===== src/rtl/ahb_slave_arbiter_if.sv =====
// Purpose: bus bundle between the master BFMs, the arbiter and the shared AHB slave.
// Latency: none, wiring only.
// Backpressure: carries S_HREADYOUT/HREADY; the arbiter owns all stall decisions.
interface ahb_slave_arbiter_if #(
  parameter int NMST   = 2,
  parameter int AWIDTH = 10
);
  // master request side
  logic [NMST-1:0]        HBUSREQ;
  logic [NMST-1:0]        HLOCK;
  logic [NMST-1:0]        HGRANT;
  logic [1:0]             HMASTER;
  logic [2*NMST-1:0]      M_HTRANS;
  logic [AWIDTH*NMST-1:0] M_HADDR;
  logic [NMST-1:0]        M_HWRITE;
  logic [3*NMST-1:0]      M_HSIZE;
  logic [3*NMST-1:0]      M_HBURST;
  logic [4*NMST-1:0]      M_HPROT;
  logic [32*NMST-1:0]     M_HWDATA;
  // shared slave side
  logic                   S_HSEL;
  logic [1:0]             S_HTRANS;
  logic [AWIDTH-1:0]      S_HADDR;
  logic                   S_HWRITE;
  logic [2:0]             S_HSIZE;
  logic [2:0]             S_HBURST;
  logic [3:0]             S_HPROT;
  logic                   S_HMASTLOCK;
  logic [31:0]            S_HWDATA;
  logic                   S_HREADYOUT;
  logic [31:0]            S_HRDATA;
  logic                   S_HRESP;
  // response broadcast to all masters
  logic                   HREADY;
  logic [31:0]            HRDATA;
  logic                   HRESP;

  // arbiter view: consumes master requests and slave responses
  modport slave (
    input  HBUSREQ, HLOCK, M_HTRANS, M_HADDR, M_HWRITE, M_HSIZE, M_HBURST, M_HPROT, M_HWDATA,
    input  S_HREADYOUT, S_HRDATA, S_HRESP,
    output HGRANT, HMASTER,
    output S_HSEL, S_HTRANS, S_HADDR, S_HWRITE, S_HSIZE, S_HBURST, S_HPROT, S_HMASTLOCK, S_HWDATA,
    output HREADY, HRDATA, HRESP
  );

  // environment view: masters and slave model drive the arbiter inputs
  modport master (
    output HBUSREQ, HLOCK, M_HTRANS, M_HADDR, M_HWRITE, M_HSIZE, M_HBURST, M_HPROT, M_HWDATA,
    output S_HREADYOUT, S_HRDATA, S_HRESP,
    input  HGRANT, HMASTER,
    input  S_HSEL, S_HTRANS, S_HADDR, S_HWRITE, S_HSIZE, S_HBURST, S_HPROT, S_HMASTLOCK, S_HWDATA,
    input  HREADY, HRDATA, HRESP
  );
endinterface


===== src/rtl/ahb_slave_arbiter.sv =====
// Purpose: round-robin AHB arbiter sharing one slave between NMST masters, with lock support.
// Latency: request->HGRANT 1 cycle; HGRANT->HMASTER and HMASTER->data owner on next HREADY=1 edge.
// Backpressure: HREADY=0 freezes grant, owners, pointer and lock state; slave response is broadcast.
module ahb_slave_arbiter #(
  parameter int NMST   = 2,
  parameter int AWIDTH = 10,
  parameter int DEFMST = 0
) (
  input logic HCLK,
  input logic HRESETN,
  ahb_slave_arbiter_if.slave bus
);

  localparam logic [1:0]      HTRANS_IDLE = 2'b00;
  localparam logic [1:0]      DEF_IDX     = 2'(DEFMST);
  localparam logic [NMST-1:0] DEF_GRANT   = NMST'(1) << DEFMST;

  logic [NMST-1:0] grant_q, grant_d;
  logic [1:0]      hmaster_q, hmaster_d;
  logic [1:0]      dmst_q, dmst_d;
  logic [1:0]      last_q, last_d;
  logic            lock_q, lock_d;
  logic            mastlock_q, mastlock_d;

  // per-master views padded to 4 entries so 2-bit indices never fall off the end
  logic [3:0]        busreq4, hlock4, hwrite4;
  logic [1:0]        htrans_a [4];
  logic [AWIDTH-1:0] haddr_a  [4];
  logic [2:0]        hsize_a  [4];
  logic [2:0]        hburst_a [4];
  logic [3:0]        hprot_a  [4];
  logic [31:0]       hwdata_a [4];

  logic       hready;
  logic [1:0] gidx;
  logic [1:0] win;
  logic [1:0] idx;
  logic [1:0] sel;
  logic       any_req;
  logic       arb_ok;

  assign hready = bus.S_HREADYOUT;

  // unpack the flat per-master buses; unused slots read as zero
  always_comb begin
    busreq4 = '0;
    hlock4  = '0;
    hwrite4 = '0;
    for (int i = 0; i < 4; i++) begin
      htrans_a[i] = '0;
      haddr_a[i]  = '0;
      hsize_a[i]  = '0;
      hburst_a[i] = '0;
      hprot_a[i]  = '0;
      hwdata_a[i] = '0;
    end
    busreq4[NMST-1:0] = bus.HBUSREQ;
    hlock4[NMST-1:0]  = bus.HLOCK;
    hwrite4[NMST-1:0] = bus.M_HWRITE;
    for (int i = 0; i < NMST; i++) begin
      htrans_a[i] = bus.M_HTRANS[2*i +: 2];
      haddr_a[i]  = bus.M_HADDR[AWIDTH*i +: AWIDTH];
      hsize_a[i]  = bus.M_HSIZE[3*i +: 3];
      hburst_a[i] = bus.M_HBURST[3*i +: 3];
      hprot_a[i]  = bus.M_HPROT[4*i +: 4];
      hwdata_a[i] = bus.M_HWDATA[32*i +: 32];
    end
  end

  // current grantee index and round-robin winner search starting after last
  always_comb begin
    gidx    = 2'd0;
    win     = DEF_IDX;
    idx     = 2'd0;
    any_req = 1'b0;
    for (int i = 0; i < NMST; i++) begin
      if (grant_q[i]) gidx = 2'(i);
    end
    for (int k = 0; k < NMST; k++) begin
      idx = 2'((int'(last_q) + 1 + k) % NMST);
      if (!any_req && busreq4[idx]) begin
        any_req = 1'b1;
        win     = idx;
      end
    end
  end

  // next-state: arbitration only when the grantee is not mid-burst and no lock is held
  always_comb begin
    grant_d    = grant_q;
    hmaster_d  = hmaster_q;
    dmst_d     = dmst_q;
    last_d     = last_q;
    lock_d     = lock_q;
    mastlock_d = mastlock_q;
    sel        = any_req ? win : DEF_IDX;
    arb_ok     = hready && !(lock_q && hlock4[gidx]) &&
                 (!busreq4[gidx] || htrans_a[gidx] == HTRANS_IDLE);
    if (hready) begin
      hmaster_d  = gidx;
      mastlock_d = hlock4[gidx];
      dmst_d     = hmaster_q;
      // owner released its lock: flag clears even if the grantee keeps the bus
      if (lock_q && !hlock4[gidx]) lock_d = 1'b0;
      if (arb_ok) begin
        for (int i = 0; i < NMST; i++) grant_d[i] = (sel == 2'(i));
        if (any_req) begin
          last_d = win;
          lock_d = hlock4[win];
        end else begin
          lock_d = 1'b0;
        end
      end
    end
  end

  // state registers with synchronous active-low reset
  always_ff @(posedge HCLK) begin
    if (!HRESETN) begin
      grant_q    <= DEF_GRANT;
      hmaster_q  <= DEF_IDX;
      dmst_q     <= DEF_IDX;
      last_q     <= DEF_IDX;
      lock_q     <= 1'b0;
      mastlock_q <= 1'b0;
    end else begin
      grant_q    <= grant_d;
      hmaster_q  <= hmaster_d;
      dmst_q     <= dmst_d;
      last_q     <= last_d;
      lock_q     <= lock_d;
      mastlock_q <= mastlock_d;
    end
  end

  assign bus.HGRANT      = grant_q;
  assign bus.HMASTER     = hmaster_q;
  assign bus.S_HSEL      = 1'b1;
  // no new transfer may reach the slave while reset is asserted
  assign bus.S_HTRANS    = HRESETN ? htrans_a[hmaster_q] : HTRANS_IDLE;
  assign bus.S_HADDR     = haddr_a[hmaster_q];
  assign bus.S_HWRITE    = hwrite4[hmaster_q];
  assign bus.S_HSIZE     = hsize_a[hmaster_q];
  assign bus.S_HBURST    = hburst_a[hmaster_q];
  assign bus.S_HPROT     = hprot_a[hmaster_q];
  assign bus.S_HMASTLOCK = mastlock_q;
  assign bus.S_HWDATA    = hwdata_a[dmst_q];
  assign bus.HREADY      = bus.S_HREADYOUT;
  assign bus.HRDATA      = bus.S_HRDATA;
  assign bus.HRESP       = bus.S_HRESP;

endmodule


===== src/flat_wrapper.sv =====
// flat-port wrapper written by rule: the top's interface ports become plain ports
module ahb_slave_arbiter_flat 
#(
  parameter int NMST   = 2,
  parameter int AWIDTH = 10,
  parameter int DEFMST = 0
)
  (HCLK, HRESETN, bus_HBUSREQ, bus_HLOCK, bus_M_HTRANS, bus_M_HADDR, bus_M_HWRITE, bus_M_HSIZE, bus_M_HBURST, bus_M_HPROT, bus_M_HWDATA, bus_S_HREADYOUT, bus_S_HRDATA, bus_S_HRESP, bus_HGRANT, bus_HMASTER, bus_S_HSEL, bus_S_HTRANS, bus_S_HADDR, bus_S_HWRITE, bus_S_HSIZE, bus_S_HBURST, bus_S_HPROT, bus_S_HMASTLOCK, bus_S_HWDATA, bus_HREADY, bus_HRDATA, bus_HRESP);
  ahb_slave_arbiter_if #(.NMST(NMST), .AWIDTH(AWIDTH)) bus_i ();
  input logic HCLK;
  input logic HRESETN;
  input wire logic [$bits(bus_i.HBUSREQ)-1:0] bus_HBUSREQ;
  input wire logic [$bits(bus_i.HLOCK)-1:0] bus_HLOCK;
  input wire logic [$bits(bus_i.M_HTRANS)-1:0] bus_M_HTRANS;
  input wire logic [$bits(bus_i.M_HADDR)-1:0] bus_M_HADDR;
  input wire logic [$bits(bus_i.M_HWRITE)-1:0] bus_M_HWRITE;
  input wire logic [$bits(bus_i.M_HSIZE)-1:0] bus_M_HSIZE;
  input wire logic [$bits(bus_i.M_HBURST)-1:0] bus_M_HBURST;
  input wire logic [$bits(bus_i.M_HPROT)-1:0] bus_M_HPROT;
  input wire logic [$bits(bus_i.M_HWDATA)-1:0] bus_M_HWDATA;
  input wire logic [$bits(bus_i.S_HREADYOUT)-1:0] bus_S_HREADYOUT;
  input wire logic [$bits(bus_i.S_HRDATA)-1:0] bus_S_HRDATA;
  input wire logic [$bits(bus_i.S_HRESP)-1:0] bus_S_HRESP;
  output wire logic [$bits(bus_i.HGRANT)-1:0] bus_HGRANT;
  output wire logic [$bits(bus_i.HMASTER)-1:0] bus_HMASTER;
  output wire logic [$bits(bus_i.S_HSEL)-1:0] bus_S_HSEL;
  output wire logic [$bits(bus_i.S_HTRANS)-1:0] bus_S_HTRANS;
  output wire logic [$bits(bus_i.S_HADDR)-1:0] bus_S_HADDR;
  output wire logic [$bits(bus_i.S_HWRITE)-1:0] bus_S_HWRITE;
  output wire logic [$bits(bus_i.S_HSIZE)-1:0] bus_S_HSIZE;
  output wire logic [$bits(bus_i.S_HBURST)-1:0] bus_S_HBURST;
  output wire logic [$bits(bus_i.S_HPROT)-1:0] bus_S_HPROT;
  output wire logic [$bits(bus_i.S_HMASTLOCK)-1:0] bus_S_HMASTLOCK;
  output wire logic [$bits(bus_i.S_HWDATA)-1:0] bus_S_HWDATA;
  output wire logic [$bits(bus_i.HREADY)-1:0] bus_HREADY;
  output wire logic [$bits(bus_i.HRDATA)-1:0] bus_HRDATA;
  output wire logic [$bits(bus_i.HRESP)-1:0] bus_HRESP;
  assign bus_i.HBUSREQ = bus_HBUSREQ;
  assign bus_i.HLOCK = bus_HLOCK;
  assign bus_i.M_HTRANS = bus_M_HTRANS;
  assign bus_i.M_HADDR = bus_M_HADDR;
  assign bus_i.M_HWRITE = bus_M_HWRITE;
  assign bus_i.M_HSIZE = bus_M_HSIZE;
  assign bus_i.M_HBURST = bus_M_HBURST;
  assign bus_i.M_HPROT = bus_M_HPROT;
  assign bus_i.M_HWDATA = bus_M_HWDATA;
  assign bus_i.S_HREADYOUT = bus_S_HREADYOUT;
  assign bus_i.S_HRDATA = bus_S_HRDATA;
  assign bus_i.S_HRESP = bus_S_HRESP;
  assign bus_HGRANT = bus_i.HGRANT;
  assign bus_HMASTER = bus_i.HMASTER;
  assign bus_S_HSEL = bus_i.S_HSEL;
  assign bus_S_HTRANS = bus_i.S_HTRANS;
  assign bus_S_HADDR = bus_i.S_HADDR;
  assign bus_S_HWRITE = bus_i.S_HWRITE;
  assign bus_S_HSIZE = bus_i.S_HSIZE;
  assign bus_S_HBURST = bus_i.S_HBURST;
  assign bus_S_HPROT = bus_i.S_HPROT;
  assign bus_S_HMASTLOCK = bus_i.S_HMASTLOCK;
  assign bus_S_HWDATA = bus_i.S_HWDATA;
  assign bus_HREADY = bus_i.HREADY;
  assign bus_HRDATA = bus_i.HRDATA;
  assign bus_HRESP = bus_i.HRESP;
  ahb_slave_arbiter #(.NMST(NMST), .AWIDTH(AWIDTH), .DEFMST(DEFMST)) u_core (.HCLK(HCLK), .HRESETN(HRESETN), .bus(bus_i));
endmodule

===== config.mk =====
export PLATFORM = sky130hd
export DESIGN_NAME = ahb_slave_arbiter_flat
export DESIGN_NICKNAME = d
export VERILOG_FILES = /design/src/rtl/ahb_slave_arbiter_if.sv /design/src/rtl/ahb_slave_arbiter.sv /design/src/flat_wrapper.sv
export SDC_FILE = /design/constraint.sdc
export NUM_CORES = 1
export LEC_CHECK = 0
export CORE_AREA = 2 2 95 97
export DETAILED_ROUTE_END_ITERATION = 8
export DIE_AREA = 0 0 97 99
export GPL_ROUTABILITY_DRIVEN = 0
export GPL_TIMING_DRIVEN = 0
export PLACE_DENSITY_LB_ADDON = 0.15
export SLEW_MARGIN = 10
export SYNTH_ARGS = -nofsm -noshare
export SYNTH_HDL_FRONTEND = slang
export SYNTH_SLANG_ARGS = --single-unit

===== constraint.sdc =====
create_clock -name HCLK -period 2 [get_ports HCLK]
set_input_delay 0.2 -clock HCLK [delete_from_list [all_inputs] [get_ports HCLK]]
set_output_delay 0.2 -clock HCLK [all_outputs]
set_load 0.005 [all_outputs]

==> results of run 1 <==
==> power by group through the flow <==
stage	combinational (mW)	sequential (mW)	clock (mW)
2_1_floorplan	0.185	0.156	0
3_3_place_gp	0.635	0.157	0
3_5_place_dp	0.639	0.157	0
4_1_cts	0.643	0.157	0.216
5_1_grt	0.676	0.158	0.224
6_report	0.634	0.156	0.210
==> final cells by class <==
class                      count  area, um^2  area share, %
buffer                        43       315.3          8.870
clock buffer                   4       45.04          1.267
inverter                       1       3.754         0.1056
multi-input combinational     86       830.8          23.37
sequential                     7       142.6          4.013
tap                          108       135.1          3.801
timing repair buffer         208        2082          58.57
==> worst max-delay path: stages, from the launching register on <==
cell,delay (ns)
dfxtp_2,0.41
buf_4,0.22
mux2_2,0.35
clkdlybuf4s50_1,0.48
==> Yosys cell counts <==
master and number:
and3_1 1, a21boi_1 1, o211ai_1 1, buf_4 36, o21ba_1 1, o211a_1 1, mux2_2 48, a32o_1 1
nand3_1 1, o21ai_1 1, o21ai_0 1, a21oi_1 1, conb_1 2, dfxtp_1 7, mux2i_1 6, nand2_2 1
nor2b_1 4, nand2b_1 2, mux2_1 5, a31o_1 1, buf_2 5, clkbuf_1 4, inv_1 1, mux2_4 1
nand4b_1 1, nand2_1 5
==> metal layers <==
layer,routed length (um),global-route usage [%],part of all wire (%),vias up
met4,134,3.359,2.2,0
li1,-,-,-,865
met1,2144,12.37,35,785
met2,3280,21.69,54,118
met5,0,0,0,-
met3,561,3.262,9.2,10
==> sequential cells by signal, summed over array words and instances, names as in the netlist <==
signal and flops:
u_core.lock_q 1, u_core.bus.HGRANT 2, u_core.last_q 1, u_core.bus.HMASTER 1, u_core.dmst_q 1, u_core.bus.S_HMASTLOCK 1
==> cells by family (layout without fill, tap and decap cells) <==
group	count (synthesis)	after routing	share of synthesized area, %
muxes	60	60	52.29
AOI/OAI and AO/OA	9	9	5.355
buffers and inverters	46	256	24.44
other	2	2	0.5844
and+or+nand+nor	15	15	6.427
DFF	7	7	10.91
==> worst max path at each step <==
| stage | from | cells after the start | slack, ns | to |
|---|---|---|---|---|
| after CTS | u_core.bus.HMASTER[0] | 3 | 0.08 | bus_S_HWRITE |
| final | u_core.bus.HMASTER[0] | 3 | 0.10 | bus_S_HWRITE |
| after global routing | HRESETN | 4 | 0.02 | bus_S_HTRANS[1] |
| after floorplan | u_core.bus.HMASTER[0] | 3 | 0.62 | bus_S_HADDR[2] |
| after global placement | u_core.bus.HMASTER[0] | 4 | 0.01 | bus_S_HADDR[9] |
| after detailed placement | u_core.bus.HMASTER[0] | 4 | -0.0006 | bus_S_HWRITE |
==> metrics by stage <==
stage               setup TNS, ns  utilization, %
finish                          0           41.57
global placement                0           40.96
CTS                             0           41.57
floorplan                       0               -
global route                    0           41.57
detailed placement     -0.0006187           40.96
==> timing repair <==
action / 4_1_cts / 5_1_grt
gates resized for setup: 7 / 0
setup endpoints to repair: 50 / 0
endpoints found under the hold margin: 0 / 0
hold buffers: 0 / 0
==> impl_metrics.toml, run 1 <==
[cts]
post_cts_buffers = 0
clkSinkCount = 7
clk_pin_slew_ns = 0.04
ctsHtreeMaxLevel = 1
numCtsBuffers = 3
clk_latency_ns = 0.23
cts.path.max_buffers = 2
root_buffer = "clkbuf_8"
cts_tree = "yes"

[logic_synthesis]
ys_warn_count = 0
syn_nets = 289
seq_area_frac_synth_pct = 10.91
synth_top_cell_area_share_pct = 42.06
synth_area_um2 = 1285
synth.distinct_cells = 26
syn_inst = 139
synth.top_cells.by_area = "mux2_2, buf_4, dfxtp_1"
synth_top_area_cell = "mux2_2"
syn_area_per_cell_um2 = 9.244
yosys_register_bits = 7

[floorplanning]
start_util_pct = 15.03
dieHeight_um = 99
die-area_um2 = 9603
fp-row-count = 34
die_w_um = 97
ioPinCount = 245
core_area_um2 = 8551

[final_layout]
final_cell_mix = "clkdlybuf4s50_1, mux2_2, buf_4"
nNetsFinal = 500
final_cells = 457
antennaDiodeCount = 0
final_area_um2 = 3555
area_growth_pct = 176.6
fillers = 897
drive_gt1_share_pct = 27.51
final_common_cell = "clkdlybuf4s50_1"

[placed_design]
place_area_um2 = 3502
io_buffers = 208
numPlacedInstances = 455
hpwlAfterDp_um = 5368
preCtsSetupSlack_ns = -0.0006187

[power]
p_leak_nw = 1.383
p_total_mw = 1.001
p_seq_share_pct = 15.6
swShare_pct = 22.19
p_per_area_nw_per_um2 = 281.5
combPwrFrac_pct = 63.4
switching_power_uw = 222.1
internal-power_uw = 778.5
clkPwrFrac_pct = 21.0
vdd_drop_max_mv = 0.3545

[timing]
fin_crit_sh_pct = 94.83
rsz0062_at_grt = "false"
setup_ws_ns = 0.1035
finalClockSkew_ns = 0.0004867
worst_hold_slack_ns = 0.3196
period_minus_slack_ns = 1.897
hold_viol = 0
slew_viol_final = 0
max_freq_ghz = 0.5273
setup-violations-final = 0

[worst_setup_path]
path_max_fanout = 10
regToRegEndpoint = "u_core.bus.HGRANT[0]"
crit-reg2reg-launch = "u_core.bus.HGRANT[1]"
critPathRequiredTime_ns = 1.80
rrSetupSlack_ns = 0.49
r2r_cells = 4
worst_setup_path_end_kind = "output port"
worstSetupPathType = "reg2out"
startpoint_type = "flop"
crit_arrival_ns = 1.70

[route]
routed_via_density = 3.891
postRouteWirelength_um = 6120
first_iter_violations = 16
avgRoutedWirePerCell_um = 13.39
drcViolationCount = 0
drtPass1Iterations = 4
ant_nets = 0
via_count = 1778

[min_path]
whs_path_depth = 2
min_to = "u_core.bus.S_HMASTLOCK"
min-delay-start = "bus_S_HREADYOUT"
hp-class = "in2reg"

[global_routing]
antenna_found_initial = 0
grt_max_degree = 11
grt_first_pass_wirelength_um = 9094
grt_pass1_vias = 1753
grt_remaining_overflow = 0
grt.total_usage_pct = 11.46

[job]
maxCapViolations = 0

[outcome]
status = "completed"
Power figures use the tool's default switching activity.
==> run 2, diff against run 1 <==
- DONT_BUFFER_PORTS: unset -> 1
==> impl_metrics.toml, run 2 (synthesis results as in run 1) <==
[floorplanning]
die_w_um = 97
ioPinCount = 245
die-area_um2 = 9603
dieHeight_um = 99
core_area_um2 = 8551
fp-row-count = 34
start_util_pct = 15.03

[worst_setup_path]
regToRegEndpoint = "u_core.bus.HGRANT[0]"
r2r_cells = 4
crit_arrival_ns = 1.68
rrSetupSlack_ns = 0.45
startpoint_type = "flop"
crit-reg2reg-launch = "u_core.bus.HGRANT[1]"
worst_setup_path_end_kind = "output port"
worstSetupPathType = "reg2out"
critPathRequiredTime_ns = 1.80
path_max_fanout = 10

[route]
first_iter_violations = 3
drcViolationCount = 0
ant_nets = 0
postRouteWirelength_um = 3811
via_count = 1020
avgRoutedWirePerCell_um = 15.12
routed_via_density = 4.048
drtPass1Iterations = 4

[timing]
slew_viol_final = 0
rsz0062_at_grt = "false"
period_minus_slack_ns = 1.878
setup_ws_ns = 0.1217
max_freq_ghz = 0.5324
fin_crit_sh_pct = 93.92
finalClockSkew_ns = 0.004040
setup-violations-final = 0
hold_viol = 0
final.setup.tns_ns = 0

[min_path]
min-delay-start = "HRESETN"
whs_path_depth = 2
min_to = "u_core.bus.HGRANT[0]"
hp-class = "in2reg"

[final_layout]
final_cell_mix = "mux2_2, buf_4, dfxtp_1"
largest_reg_flops = 2
fillers = 972
nNetsFinal = 294
final_common_cell = "mux2_2"
area_growth_pct = 14.22
drive_gt1_share_pct = 65.73

[cts]
cts_tree = "yes"
ctsHtreeMaxLevel = 1
ctsHoldBuffers = 0
root_buffer = "clkbuf_8"
cts.path.max_buffers = 2
clkSinkCount = 7
cts_resized = 0
numCtsBuffers = 3
post_cts_buffers = 0
clk_latency_ns = 0.23
clk_pin_slew_ns = 0.04

[placed_design]
hpwlAfterDp_um = 3446
io_buffers = 0
preCtsSetupSlack_ns = 0.3129

[outcome]
status = "completed"

[global_routing]
antenna_found_initial = 1
grt_first_pass_wirelength_um = 4616
grt_pass1_vias = 873
grt_remaining_overflow = 0
grt.total_usage_pct = 6.077
grt_max_degree = 11

[power]
p_leak_nw = 0.5722
p_per_area_nw_per_um2 = 384.2
vdd_drop_max_mv = 0.3844

[job]
maxCapViolations = 0
run 2: metrics by stage:
stage               util (%)  power, mW  cell area [um^2]  hold slack [ns]  cells
global route           17.16     0.5955              1468           0.1819    252
detailed placement     16.61     0.3687              1420           0.4168    247
global placement       16.61     0.3729              1420           0.4169    247
CTS                    17.13     0.5773              1465           0.1787    251
floorplan                  -     0.3409              1285           0.4002    139
finish                 17.16     0.5639              1468           0.1766    252
run 2: per-layer routing:
metal / part of all wire, % / up-vias / wire length, um / GRT usage [%]
met5: 0 / - / 0 / 0
met4: 2.1 / 0 / 79 / 2.059
met3: 12 / 6 / 461 / 2.057
met2: 53 / 114 / 2013 / 10.90
met1: 33 / 445 / 1256 / 6.732
li1: - / 455 / - / -
run 2: layout make-up:
type                       count  area, um^2  area share [%]
multi-input combinational     86       830.8           56.61
inverter                       1       3.754          0.2558
tap                          108       135.1           9.207
antenna                        1       2.502          0.1705
clock buffer                   4       45.04           3.069
buffer                        45       310.3           21.14
sequential                     7       140.1           9.548
run 2: power by group:
group	internal (mW)	switching [mW]	total, mW
clock	0.138	0.0631	0.201
sequential	0.148	0.00801	0.156
combinational	0.123	0.0834	0.206
total	0.409	0.154	0.564
run 2: worst max-delay path by stage:
stage	start	endpoint	slack, ns	cells after the start
3_5_place_dp	u_core.bus.HMASTER[0]	bus_S_HPROT[3]	0.31	3
3_3_place_gp	u_core.bus.HMASTER[0]	bus_S_HPROT[3]	0.32	3
4_1_cts	u_core.bus.HMASTER[0]	bus_S_HPROT[3]	0.07	3
6_report	u_core.bus.HMASTER[0]	bus_S_HPROT[3]	0.12	3
2_1_floorplan	u_core.bus.HMASTER[0]	bus_S_HADDR[2]	0.62	3
5_1_grt	u_core.bus.HMASTER[0]	bus_S_HPROT[3]	0.002	3
run 2: critical path, stage by stage, from the launching register on:
cell      delay (ns)
dfxtp_1         0.35
clkbuf_1        0.39
buf_2           0.32
mux2_2          0.39
